===== src/rtl/hybrid_seq_pkg.sv =====
// Shared types and constants for the hybrid converter angle sequencer.
// State encoding, angle width, sigma codes and the signed clamp helper.
package hybrid_seq_pkg;

  localparam int unsigned ANGLE_W = 32;

  typedef enum logic [2:0] {
    StIdle  = 3'd0,
    StStart = 3'd1,
    StRun   = 3'd2,
    StFault = 3'd3
  } seq_state_e;

  localparam logic [1:0] SIG_POS  = 2'b01;
  localparam logic [1:0] SIG_ZERO = 2'b00;
  localparam logic [1:0] SIG_NEG  = 2'b11;

  function automatic logic signed [ANGLE_W-1:0] clamp_angle(
    input logic signed [ANGLE_W-1:0] v,
    input logic signed [ANGLE_W-1:0] lo,
    input logic signed [ANGLE_W-1:0] hi
  );
    if (v < lo) return lo;
    if (v > hi) return hi;
    return v;
  endfunction

endpackage


===== src/rtl/hybrid_angle_sequencer_if.sv =====
// Control/angle bundle between the parameter registers and the sequencer.
// The sequencer takes the slave modport; the register side / bench takes master.
interface hybrid_angle_sequencer_if;

  logic                                        i_enable;
  logic                                        i_fault;
  logic [1:0]                                  i_sigma;
  logic signed [hybrid_seq_pkg::ANGLE_W-1:0]   i_ZVS_target;
  logic signed [hybrid_seq_pkg::ANGLE_W-1:0]   i_phi_target;
  logic signed [hybrid_seq_pkg::ANGLE_W-1:0]   o_ZVS;
  logic signed [hybrid_seq_pkg::ANGLE_W-1:0]   o_phi;
  logic                                        o_ctrl_RESET;
  logic                                        o_ready;
  logic                                        o_fault;
  logic [2:0]                                  o_state;

  modport slave (
    input  i_enable, i_fault, i_sigma, i_ZVS_target, i_phi_target,
    output o_ZVS, o_phi, o_ctrl_RESET, o_ready, o_fault, o_state
  );

  modport master (
    output i_enable, i_fault, i_sigma, i_ZVS_target, i_phi_target,
    input  o_ZVS, o_phi, o_ctrl_RESET, o_ready, o_fault, o_state
  );

endinterface


===== src/rtl/angle_slew.sv =====
// One slew-limited angle: clamps its target and steps the registered angle toward it
// by at most STEP per enabled cycle; load_init snaps it back to the init value.
module angle_slew
  import hybrid_seq_pkg::*;
#(
  parameter int signed MIN     = 32'sd0,
  parameter int signed MAX     = 32'sd80,
  parameter int signed STEP    = 32'sd1,
  parameter int signed RST_VAL = 32'sd0
) (
  input  logic                      i_clock,
  input  logic                      i_RESET,
  input  logic signed [ANGLE_W-1:0] target,
  input  logic                      step_en,
  input  logic                      load_init,
  input  logic signed [ANGLE_W-1:0] init_val,
  output logic signed [ANGLE_W-1:0] angle,
  output logic                      at_target
);

  localparam logic signed [ANGLE_W:0] StepW = (ANGLE_W+1)'(STEP);

  logic signed [ANGLE_W-1:0] tgt;
  logic signed [ANGLE_W-1:0] angle_q, angle_d;
  logic signed [ANGLE_W:0]   diff;

  assign tgt  = clamp_angle(target, MIN, MAX);
  // 33-bit difference so extreme targets cannot wrap the sign
  assign diff = {tgt[ANGLE_W-1], tgt} - {angle_q[ANGLE_W-1], angle_q};

  always_comb begin
    angle_d = angle_q;
    if (load_init) begin
      angle_d = init_val;
    end else if (step_en) begin
      if (diff <= StepW && diff >= -StepW) begin
        angle_d = tgt;
      end else if (!diff[ANGLE_W]) begin
        angle_d = angle_q + ANGLE_W'(STEP);
      end else begin
        angle_d = angle_q - ANGLE_W'(STEP);
      end
    end
  end

  always_ff @(posedge i_clock or negedge i_RESET) begin
    if (!i_RESET) begin
      angle_q <= ANGLE_W'(RST_VAL);
    end else begin
      angle_q <= angle_d;
    end
  end

  assign angle     = angle_q;
  assign at_target = (angle_d == tgt);

endmodule


===== src/rtl/hybrid_angle_sequencer.sv =====
// Start-up / run / fault sequencer owning the hybrid controller reset and angle inputs.
// Optional sigma-activity watchdog enabled by defining HYBRID_SEQ_WATCHDOG_EN.
module hybrid_angle_sequencer
  import hybrid_seq_pkg::*;
#(
  parameter int signed   ZVS_INIT        = 32'sd10,
  parameter int signed   ZVS_MIN         = 32'sd0,
  parameter int signed   ZVS_MAX         = 32'sd80,
  parameter int signed   PHI_MAX         = 32'sd90,
  parameter int signed   STEP_ZVS        = 32'sd1,
  parameter int signed   STEP_PHI        = 32'sd1,
  parameter int unsigned STARTUP_CYCLES  = 1000,
  parameter int unsigned WATCHDOG_CYCLES = 50000
) (
  input logic                     i_clock,
  input logic                     i_RESET,
  hybrid_angle_sequencer_if.slave bus
);

  seq_state_e  state_q, state_d;
  logic [1:0]  s1_q, s2_q, s3_q;
  logic        evt, evt_q;
  logic [31:0] start_cnt_q, start_cnt_d;
  logic        ctrl_rst_q, fault_q, ready_q;
  logic        zvs_at, phi_at;
  logic        step_en, load_init;

  // Sigma synchronizer plus history; an event is any code change after sync.
  always_ff @(posedge i_clock or negedge i_RESET) begin
    if (!i_RESET) begin
      s1_q  <= SIG_ZERO;
      s2_q  <= SIG_ZERO;
      s3_q  <= SIG_ZERO;
      evt_q <= 1'b0;
    end else begin
      s1_q  <= bus.i_sigma;
      s2_q  <= s1_q;
      s3_q  <= s2_q;
      evt_q <= evt;
    end
  end

  assign evt = (s2_q != s3_q);

`ifdef HYBRID_SEQ_WATCHDOG_EN
  logic [31:0] wd_q, wd_d;

  always_ff @(posedge i_clock or negedge i_RESET) begin
    if (!i_RESET) begin
      wd_q <= '0;
    end else begin
      wd_q <= wd_d;
    end
  end
`endif

  always_comb begin
    state_d     = state_q;
    start_cnt_d = '0;
`ifdef HYBRID_SEQ_WATCHDOG_EN
    wd_d        = '0;
`endif
    unique case (state_q)
      StIdle: begin
        if (bus.i_enable && !bus.i_fault) state_d = StStart;
      end
      StStart: begin
        if (bus.i_fault) begin
          state_d = StFault;
        end else if (!bus.i_enable) begin
          state_d = StIdle;
        end else if (start_cnt_q == STARTUP_CYCLES - 1) begin
          state_d = StRun;
        end else begin
          start_cnt_d = start_cnt_q + 32'd1;
        end
      end
      StRun: begin
        if (bus.i_fault) begin
          state_d = StFault;
        end else if (!bus.i_enable) begin
          state_d = StIdle;
        end
`ifdef HYBRID_SEQ_WATCHDOG_EN
        else if (wd_q >= WATCHDOG_CYCLES) begin
          state_d = StFault;
        end else begin
          wd_d = evt ? '0 : wd_q + 32'd1;
        end
`endif
      end
      StFault: begin
        if (!bus.i_enable) state_d = StIdle;
      end
      default: state_d = StIdle;
    endcase
  end

  // Angles follow the next state so they snap to init on the same edge that leaves RUN.
  assign load_init = (state_d != StRun);
  assign step_en   = evt_q && (state_q == StRun) && (state_d == StRun);

  always_ff @(posedge i_clock or negedge i_RESET) begin
    if (!i_RESET) begin
      state_q     <= StIdle;
      start_cnt_q <= '0;
      ctrl_rst_q  <= 1'b0;
      fault_q     <= 1'b0;
      ready_q     <= 1'b0;
    end else begin
      state_q     <= state_d;
      start_cnt_q <= start_cnt_d;
      ctrl_rst_q  <= (state_d == StStart) || (state_d == StRun);
      fault_q     <= (state_d == StFault);
      ready_q     <= (state_d == StRun) && zvs_at && phi_at;
    end
  end

  angle_slew #(
    .MIN     (ZVS_MIN),
    .MAX     (ZVS_MAX),
    .STEP    (STEP_ZVS),
    .RST_VAL (ZVS_INIT)
  ) u_zvs (
    .i_clock   (i_clock),
    .i_RESET   (i_RESET),
    .target    (bus.i_ZVS_target),
    .step_en   (step_en),
    .load_init (load_init),
    .init_val  (ANGLE_W'(ZVS_INIT)),
    .angle     (bus.o_ZVS),
    .at_target (zvs_at)
  );

  angle_slew #(
    .MIN     (32'sd0),
    .MAX     (PHI_MAX),
    .STEP    (STEP_PHI),
    .RST_VAL (32'sd0)
  ) u_phi (
    .i_clock   (i_clock),
    .i_RESET   (i_RESET),
    .target    (bus.i_phi_target),
    .step_en   (step_en),
    .load_init (load_init),
    .init_val  ('0),
    .angle     (bus.o_phi),
    .at_target (phi_at)
  );

  assign bus.o_ctrl_RESET = ctrl_rst_q;
  assign bus.o_fault      = fault_q;
  assign bus.o_ready      = ready_q;
  assign bus.o_state      = state_q;

endmodule


===== src/flat_wrapper.sv =====
// flat-port wrapper written by rule: the top's interface ports become plain ports
module hybrid_angle_sequencer_flat import hybrid_seq_pkg::*;
#(
  parameter int signed   ZVS_INIT        = 32'sd10,
  parameter int signed   ZVS_MIN         = 32'sd0,
  parameter int signed   ZVS_MAX         = 32'sd80,
  parameter int signed   PHI_MAX         = 32'sd90,
  parameter int signed   STEP_ZVS        = 32'sd1,
  parameter int signed   STEP_PHI        = 32'sd1,
  parameter int unsigned STARTUP_CYCLES  = 1000,
  parameter int unsigned WATCHDOG_CYCLES = 50000
)
  (i_clock, i_RESET, bus_i_enable, bus_i_fault, bus_i_sigma, bus_i_ZVS_target, bus_i_phi_target, bus_o_ZVS, bus_o_phi, bus_o_ctrl_RESET, bus_o_ready, bus_o_fault, bus_o_state);
  hybrid_angle_sequencer_if bus_i ();
  input logic i_clock;
  input logic i_RESET;
  input wire logic [$bits(bus_i.i_enable)-1:0] bus_i_enable;
  input wire logic [$bits(bus_i.i_fault)-1:0] bus_i_fault;
  input wire logic [$bits(bus_i.i_sigma)-1:0] bus_i_sigma;
  input wire logic [$bits(bus_i.i_ZVS_target)-1:0] bus_i_ZVS_target;
  input wire logic [$bits(bus_i.i_phi_target)-1:0] bus_i_phi_target;
  output wire logic [$bits(bus_i.o_ZVS)-1:0] bus_o_ZVS;
  output wire logic [$bits(bus_i.o_phi)-1:0] bus_o_phi;
  output wire logic [$bits(bus_i.o_ctrl_RESET)-1:0] bus_o_ctrl_RESET;
  output wire logic [$bits(bus_i.o_ready)-1:0] bus_o_ready;
  output wire logic [$bits(bus_i.o_fault)-1:0] bus_o_fault;
  output wire logic [$bits(bus_i.o_state)-1:0] bus_o_state;
  assign bus_i.i_enable = bus_i_enable;
  assign bus_i.i_fault = bus_i_fault;
  assign bus_i.i_sigma = bus_i_sigma;
  assign bus_i.i_ZVS_target = bus_i_ZVS_target;
  assign bus_i.i_phi_target = bus_i_phi_target;
  assign bus_o_ZVS = bus_i.o_ZVS;
  assign bus_o_phi = bus_i.o_phi;
  assign bus_o_ctrl_RESET = bus_i.o_ctrl_RESET;
  assign bus_o_ready = bus_i.o_ready;
  assign bus_o_fault = bus_i.o_fault;
  assign bus_o_state = bus_i.o_state;
  hybrid_angle_sequencer #(.ZVS_INIT(ZVS_INIT), .ZVS_MIN(ZVS_MIN), .ZVS_MAX(ZVS_MAX), .PHI_MAX(PHI_MAX), .STEP_ZVS(STEP_ZVS), .STEP_PHI(STEP_PHI), .STARTUP_CYCLES(STARTUP_CYCLES), .WATCHDOG_CYCLES(WATCHDOG_CYCLES)) u_core (.i_clock(i_clock), .i_RESET(i_RESET), .bus(bus_i));
endmodule

===== config.mk =====
export PLATFORM = sky130hd
export DESIGN_NAME = hybrid_angle_sequencer_flat
export DESIGN_NICKNAME = d
export VERILOG_FILES = /design/src/rtl/hybrid_seq_pkg.sv /design/src/rtl/hybrid_angle_sequencer_if.sv /design/src/rtl/angle_slew.sv /design/src/rtl/hybrid_angle_sequencer.sv /design/src/flat_wrapper.sv
export SDC_FILE = /design/constraint.sdc
export NUM_CORES = 1
export LEC_CHECK = 0
export ABC_CLOCK_PERIOD_IN_PS = 10100
export CAP_MARGIN = 30
export CORE_MARGIN = 8
export CORE_UTILIZATION = 60
export DETAILED_ROUTE_END_ITERATION = 10
export GPL_ROUTABILITY_DRIVEN = 0
export PLACE_DENSITY_LB_ADDON = 0.08
export SETUP_SLACK_MARGIN = 0.02
export SYNTH_ARGS = -nofsm -noshare
export SYNTH_HDL_FRONTEND = slang
export SYNTH_HIERARCHICAL = 1
export SYNTH_SLANG_ARGS = --single-unit

===== constraint.sdc =====
create_clock -name i_clock -period 10.1 [get_ports i_clock]
set_input_delay 2.02 -clock i_clock [delete_from_list [all_inputs] [get_ports i_clock]]
set_output_delay 2.02 -clock i_clock [all_outputs]
set_load 0.02 [all_outputs]

==> results.sh <==
export IMPL_ys_ff_latch=109
export IMPL_tritoncts="yes"
export IMPL_grt_pass1_wl_um=75350
export IMPL_residual_overflow_from_global_routing=0
export IMPL_route_vias_total=16096
export IMPL_drive_gt1_frac=0.05106
export IMPL_power_share_switching=0.4243
export IMPL_ioPinCount=140
export IMPL_rows=57
export IMPL_drc=0
export IMPL_core_um2=24030
export IMPL_worstSetupStartpointType="primary input"
export IMPL_rsz_0062_raised_after_global_routing="false"
export IMPL_combinationalPowerShare=0.493
export IMPL_antenna_found_initial=0
export IMPL_worst_slack_ns=0.5661
export IMPL_cp_max_fanout=19
export IMPL_fin_crit_ns=9.534
export IMPL_cap_violations=0
export IMPL_clock_tree_htree_level_count=3
export IMPL_cts_max_path_buffers=2
export IMPL_die_w_um=171.5
export IMPL_hold_worst_slack_ns=0.3556
export IMPL_grt_pass1_vias=15423
export IMPL_synth_warning_count=6
export IMPL_wl_per_cell_um=18.57
export IMPL_area_growth_pct=17.55
export IMPL_final_setup_viol_count=0
export IMPL_drt_total_wl_um=46380
export IMPL_cts_root_buf="sky130_fd_sc_hd__clkbuf_16"
export IMPL_cts_buffers=9
export IMPL_critical_path_class="primary input to flop"
export IMPL_cellInternalPower_mw=0.9716
export IMPL_path_delay_family="simple AND/OR/NAND/NOR gates"
export IMPL_final_cycle_utilization_of_the_critical_path=0.9439
export IMPL_dieHeight_um=171.5
export IMPL_power_density_cells_nw_per_um2=98.96
export IMPL_global_route_usage_total=0.3102
export IMPL_synth_distinct_cells=112
export IMPL_ys_dominant_reg_cell="sky130_fd_sc_hd__dfrtp_1"
export IMPL_starting_density=0.6036
export IMPL_maximum_number_of_pins_on_one_net_before_global_route_repair=140
export IMPL_synth_cells=1920
export IMPL_power_frac_clock=0.222
export IMPL_n_fill_cell=2070
export IMPL_synth_sequential_area_ratio=0.1882
export IMPL_dp_final_hpwl_um=36240
export IMPL_count_of_pins_over_their_slew_limit=0
export IMPL_final_core_utilization=0.7095
export IMPL_worstSetupEndpointType="flop"
export IMPL_final_antenna_net_count=0
export IMPL_dieArea_um2=29410
export IMPL_synth_cell_area_um2=14510
export IMPL_drt_pass1_iter_count=7
export IMPL_final_hold_viol_count=0
export IMPL_numPortBuffers=139
export IMPL_async_flop_share=1.000
export IMPL_maxClockFrequency_ghz=0.1049
export IMPL_avgSynthCellArea_um2=7.555
export IMPL_fin_worst_skew_ns=0.01632
export IMPL_slowest_stage_cell_crit_path="sky130_fd_sc_hd__a2111oi_1"
export IMPL_total_switching_power_mw=0.7160
export IMPL_detailedRoute_firstIterationViolations=1609
export IMPL_cpPeakStageDelay_ns=0.63
export IMPL_clk_latency_ns=0.37
export IMPL_synth_enable_flop_cells=0
export IMPL_timing_max_slew_rel_slack=0.3560
export IMPL_cp_data_arrival_time_ns=9.83
export IMPL_nNetsFinal=2370
export IMPL_run_status="complete, no violations"
export IMPL_required_ns=10.39
export IMPL_detail_route_vias_per_cell=6.444
export IMPL_power_static_leakage_nw=7.358
export IMPL_worst_hold_path_type="flop to flop"
export IMPL_clk_transition_reported_paths_ns=0.09
export IMPL_worstPathBufferInverterCount=2
export IMPL_antenna_diode_count=0
export IMPL_pre_cts_ws_ns=-0.06333
export IMPL_cts_sink_count=109
export IMPL_irDropWorstVdd_mv=0.08469
export IMPL_power_share_sequential=0.285
export IMPL_worstMarginPinSlew_ns=0.9571
## power groups by stage
stage	clock [mW]	combinational, mW	sequential (mW)
after global routing	0.396	0.907	0.483
final	0.374	0.832	0.481
after detailed placement	0	0.791	0.489
after global placement	0	0.776	0.489
after CTS	0.383	0.796	0.480
after floorplan	0	0.570	0.496
## registers in the layout, indices dropped and copies added (netlist names), 2 cells and up
signal              flops
u_core/u_zvs/angle     32
u_core/start_cnt_q     32
u_core/s1_q             2
u_core/s2_q             2
u_core/bus.o_state      3
u_core/s3_q             2
u_core/u_phi/angle     32
## metrics by stage
step | instance area [um^2] | std cells | total power, mW | setup TNS, ns
2_1_floorplan | 15070 | 2070 | 1.067 | 0
3_3_place_gp | 16720 | 2481 | 1.265 | 0
3_5_place_dp | 16720 | 2481 | 1.280 | -0.06333
4_1_cts | 17020 | 2497 | 1.659 | 0
5_1_grt | 17050 | 2498 | 1.786 | 0
6_report | 17050 | 2498 | 1.688 | 0
## cells in the final DEF, fill, tap and decap left out, types with 27 or more instances in the layout
cell type                         Yosys  layout
sky130_fd_sc_hd__nor3_1              72      69
sky130_fd_sc_hd__conb_1               4     154
sky130_fd_sc_hd__a21o_1              42      42
sky130_fd_sc_hd__ha_1               127     126
sky130_fd_sc_hd__a211oi_1            36      36
sky130_fd_sc_hd__nand2_1            177     177
sky130_fd_sc_hd__nor2_1             149     148
sky130_fd_sc_hd__o31ai_1             33      32
sky130_fd_sc_hd__a31oi_1             28      28
sky130_fd_sc_hd__buf_4                4      27
sky130_fd_sc_hd__dfrtp_1            107     107
sky130_fd_sc_hd__inv_1              113     113
sky130_fd_sc_hd__o21ai_0            136     136
sky130_fd_sc_hd__nor4_1              37      37
sky130_fd_sc_hd__xnor2_1             68      68
sky130_fd_sc_hd__clkdlybuf4s50_1      0     138
sky130_fd_sc_hd__nand4_1             42      42
sky130_fd_sc_hd__xor2_1              52      52
sky130_fd_sc_hd__a21oi_1            142     142
sky130_fd_sc_hd__nand3_1             47      47
## per-layer routing
metal  global-route usage  vias up  wire, um
li1                     -     7590         -
met1               0.3777     7519     18990
met2               0.5240      833     21090
met3              0.05761      154      4169
met4               0.1437        0      2136
met5                    0        -         0
## logic make-up after synthesis
logic type	Yosys count	synth area share
buf+inv	194	0.05641
mux	18	0.01320
xor+xnor	121	0.07400
fa+ha+maj	131	0.1151
compound gates	630	0.2949
other cells	4	0.001035
simple gates	713	0.2572
flops	109	0.1882
## path summary, 6_finish.rpt
check                                 startpoint                endpoint  slack (ns)  depth (start not counted)
hold / removal                    u_core/s1_q[1]          u_core/s2_q[1]        0.36                          0
max in group asynchronous                i_RESET  u_core/u_phi/angle[29]        7.13                          2
setup / recovery            bus_i_phi_target[28]      u_core/bus.o_ready        0.57                         29
min in group asynchronous                i_RESET   u_core/start_cnt_q[5]        1.74                          1
setup reg to reg           u_core/u_phi/angle[1]      u_core/bus.o_ready        3.01                         25
hold reg to reg                   u_core/s1_q[1]          u_core/s2_q[1]        0.36                          0
## synthesized netlist by cell type, types with 7 or more instances
| library cell | number | area, um^2 |
|---|---|---|
| sky130_fd_sc_hd__and4_1 | 12 | 105.1 |
| sky130_fd_sc_hd__nor2b_1 | 24 | 150.1 |
| sky130_fd_sc_hd__nor3_1 | 72 | 360.4 |
| sky130_fd_sc_hd__a311oi_1 | 13 | 113.9 |
| sky130_fd_sc_hd__o31ai_1 | 33 | 247.7 |
| sky130_fd_sc_hd__ha_1 | 127 | 1589 |
| sky130_fd_sc_hd__a21o_1 | 42 | 315.3 |
| sky130_fd_sc_hd__a211oi_1 | 36 | 270.3 |
| sky130_fd_sc_hd__dfrtp_1 | 107 | 2678 |
| sky130_fd_sc_hd__o21ai_0 | 136 | 680.7 |
| sky130_fd_sc_hd__or3_1 | 14 | 87.58 |
| sky130_fd_sc_hd__o21a_1 | 18 | 135.1 |
| sky130_fd_sc_hd__nand2b_1 | 18 | 112.6 |
| sky130_fd_sc_hd__xnor2_1 | 68 | 595.6 |
| sky130_fd_sc_hd__nor4_1 | 37 | 231.5 |
| sky130_fd_sc_hd__xor2_1 | 52 | 455.4 |
| sky130_fd_sc_hd__nor3b_1 | 7 | 52.55 |
| sky130_fd_sc_hd__o21ai_1 | 7 | 35.03 |
| sky130_fd_sc_hd__a21boi_0 | 8 | 60.06 |
| sky130_fd_sc_hd__a22oi_1 | 9 | 67.56 |
| sky130_fd_sc_hd__a21oi_1 | 142 | 710.7 |
| sky130_fd_sc_hd__mux2i_1 | 11 | 110.1 |
| sky130_fd_sc_hd__a31o_2 | 7 | 61.31 |
| sky130_fd_sc_hd__o211a_1 | 8 | 80.08 |
| sky130_fd_sc_hd__o211ai_1 | 26 | 195.2 |
| sky130_fd_sc_hd__nand2_1 | 177 | 664.4 |
| sky130_fd_sc_hd__clkbuf_1 | 49 | 183.9 |
| sky130_fd_sc_hd__o21bai_1 | 12 | 90.09 |
| sky130_fd_sc_hd__a31oi_1 | 28 | 175.2 |
| sky130_fd_sc_hd__buf_2 | 13 | 65.06 |
| sky130_fd_sc_hd__nor2_1 | 149 | 559.3 |
| sky130_fd_sc_hd__o221ai_1 | 9 | 78.83 |
| sky130_fd_sc_hd__nand4_1 | 42 | 262.8 |
| sky130_fd_sc_hd__inv_1 | 113 | 424.2 |
| sky130_fd_sc_hd__nand3_1 | 47 | 235.2 |
| sky130_fd_sc_hd__o31a_1 | 7 | 61.31 |
| sky130_fd_sc_hd__or4_1 | 16 | 120.1 |
| sky130_fd_sc_hd__a211o_1 | 11 | 96.34 |
| sky130_fd_sc_hd__and2_1 | 21 | 131.4 |
| sky130_fd_sc_hd__and3_1 | 16 | 100.1 |
## worst reg2reg max path, stage by stage (launching register included)
cell                        delay, ns
sky130_fd_sc_hd__dfrtp_1         0.50
sky130_fd_sc_hd__inv_1           0.19
sky130_fd_sc_hd__fa_1            0.50
sky130_fd_sc_hd__a211oi_2        0.37
sky130_fd_sc_hd__o21ai_0         0.25
sky130_fd_sc_hd__nand4_1         0.29
sky130_fd_sc_hd__nand2_1         0.11
sky130_fd_sc_hd__xor2_1          0.23
sky130_fd_sc_hd__nand4_1         0.11
sky130_fd_sc_hd__nor2_1          0.12
sky130_fd_sc_hd__nor4b_1         0.23
sky130_fd_sc_hd__nand4_1         0.12
sky130_fd_sc_hd__nor4b_1         0.35
sky130_fd_sc_hd__ha_1            0.30
sky130_fd_sc_hd__nor2b_1         0.17
sky130_fd_sc_hd__or3_1           0.31
sky130_fd_sc_hd__or4_1           0.40
sky130_fd_sc_hd__a211o_1         0.23
sky130_fd_sc_hd__nand4bb_1       0.17
sky130_fd_sc_hd__and4b_1         0.24
sky130_fd_sc_hd__and4_2          0.40
sky130_fd_sc_hd__nor2_2          0.24
sky130_fd_sc_hd__a221oi_1        0.40
sky130_fd_sc_hd__nand4bb_1       0.20
sky130_fd_sc_hd__nor4_2          0.38
sky130_fd_sc_hd__o211a_1         0.21
## area by class of cell
class                   instances  area (um^2)  share of cell area
well taps                     324        405.4             0.02377
flip-flops and latches        109         2730              0.1601
inverters                     115        431.7             0.02531
repair buffers                167         1624             0.09524
clock buffers                   9        225.2             0.01321
multi-input cells            1767        11560              0.6780
clock inverters                 7        75.07            0.004402
## what timing repair did
item                                    CTS  global route
endpoints found under the setup margin    0             1
setup buffers                             0             1
hold buffers                              0             0
resized for setup                         0             6
Note: power is estimated with default switching activity, not from simulation.
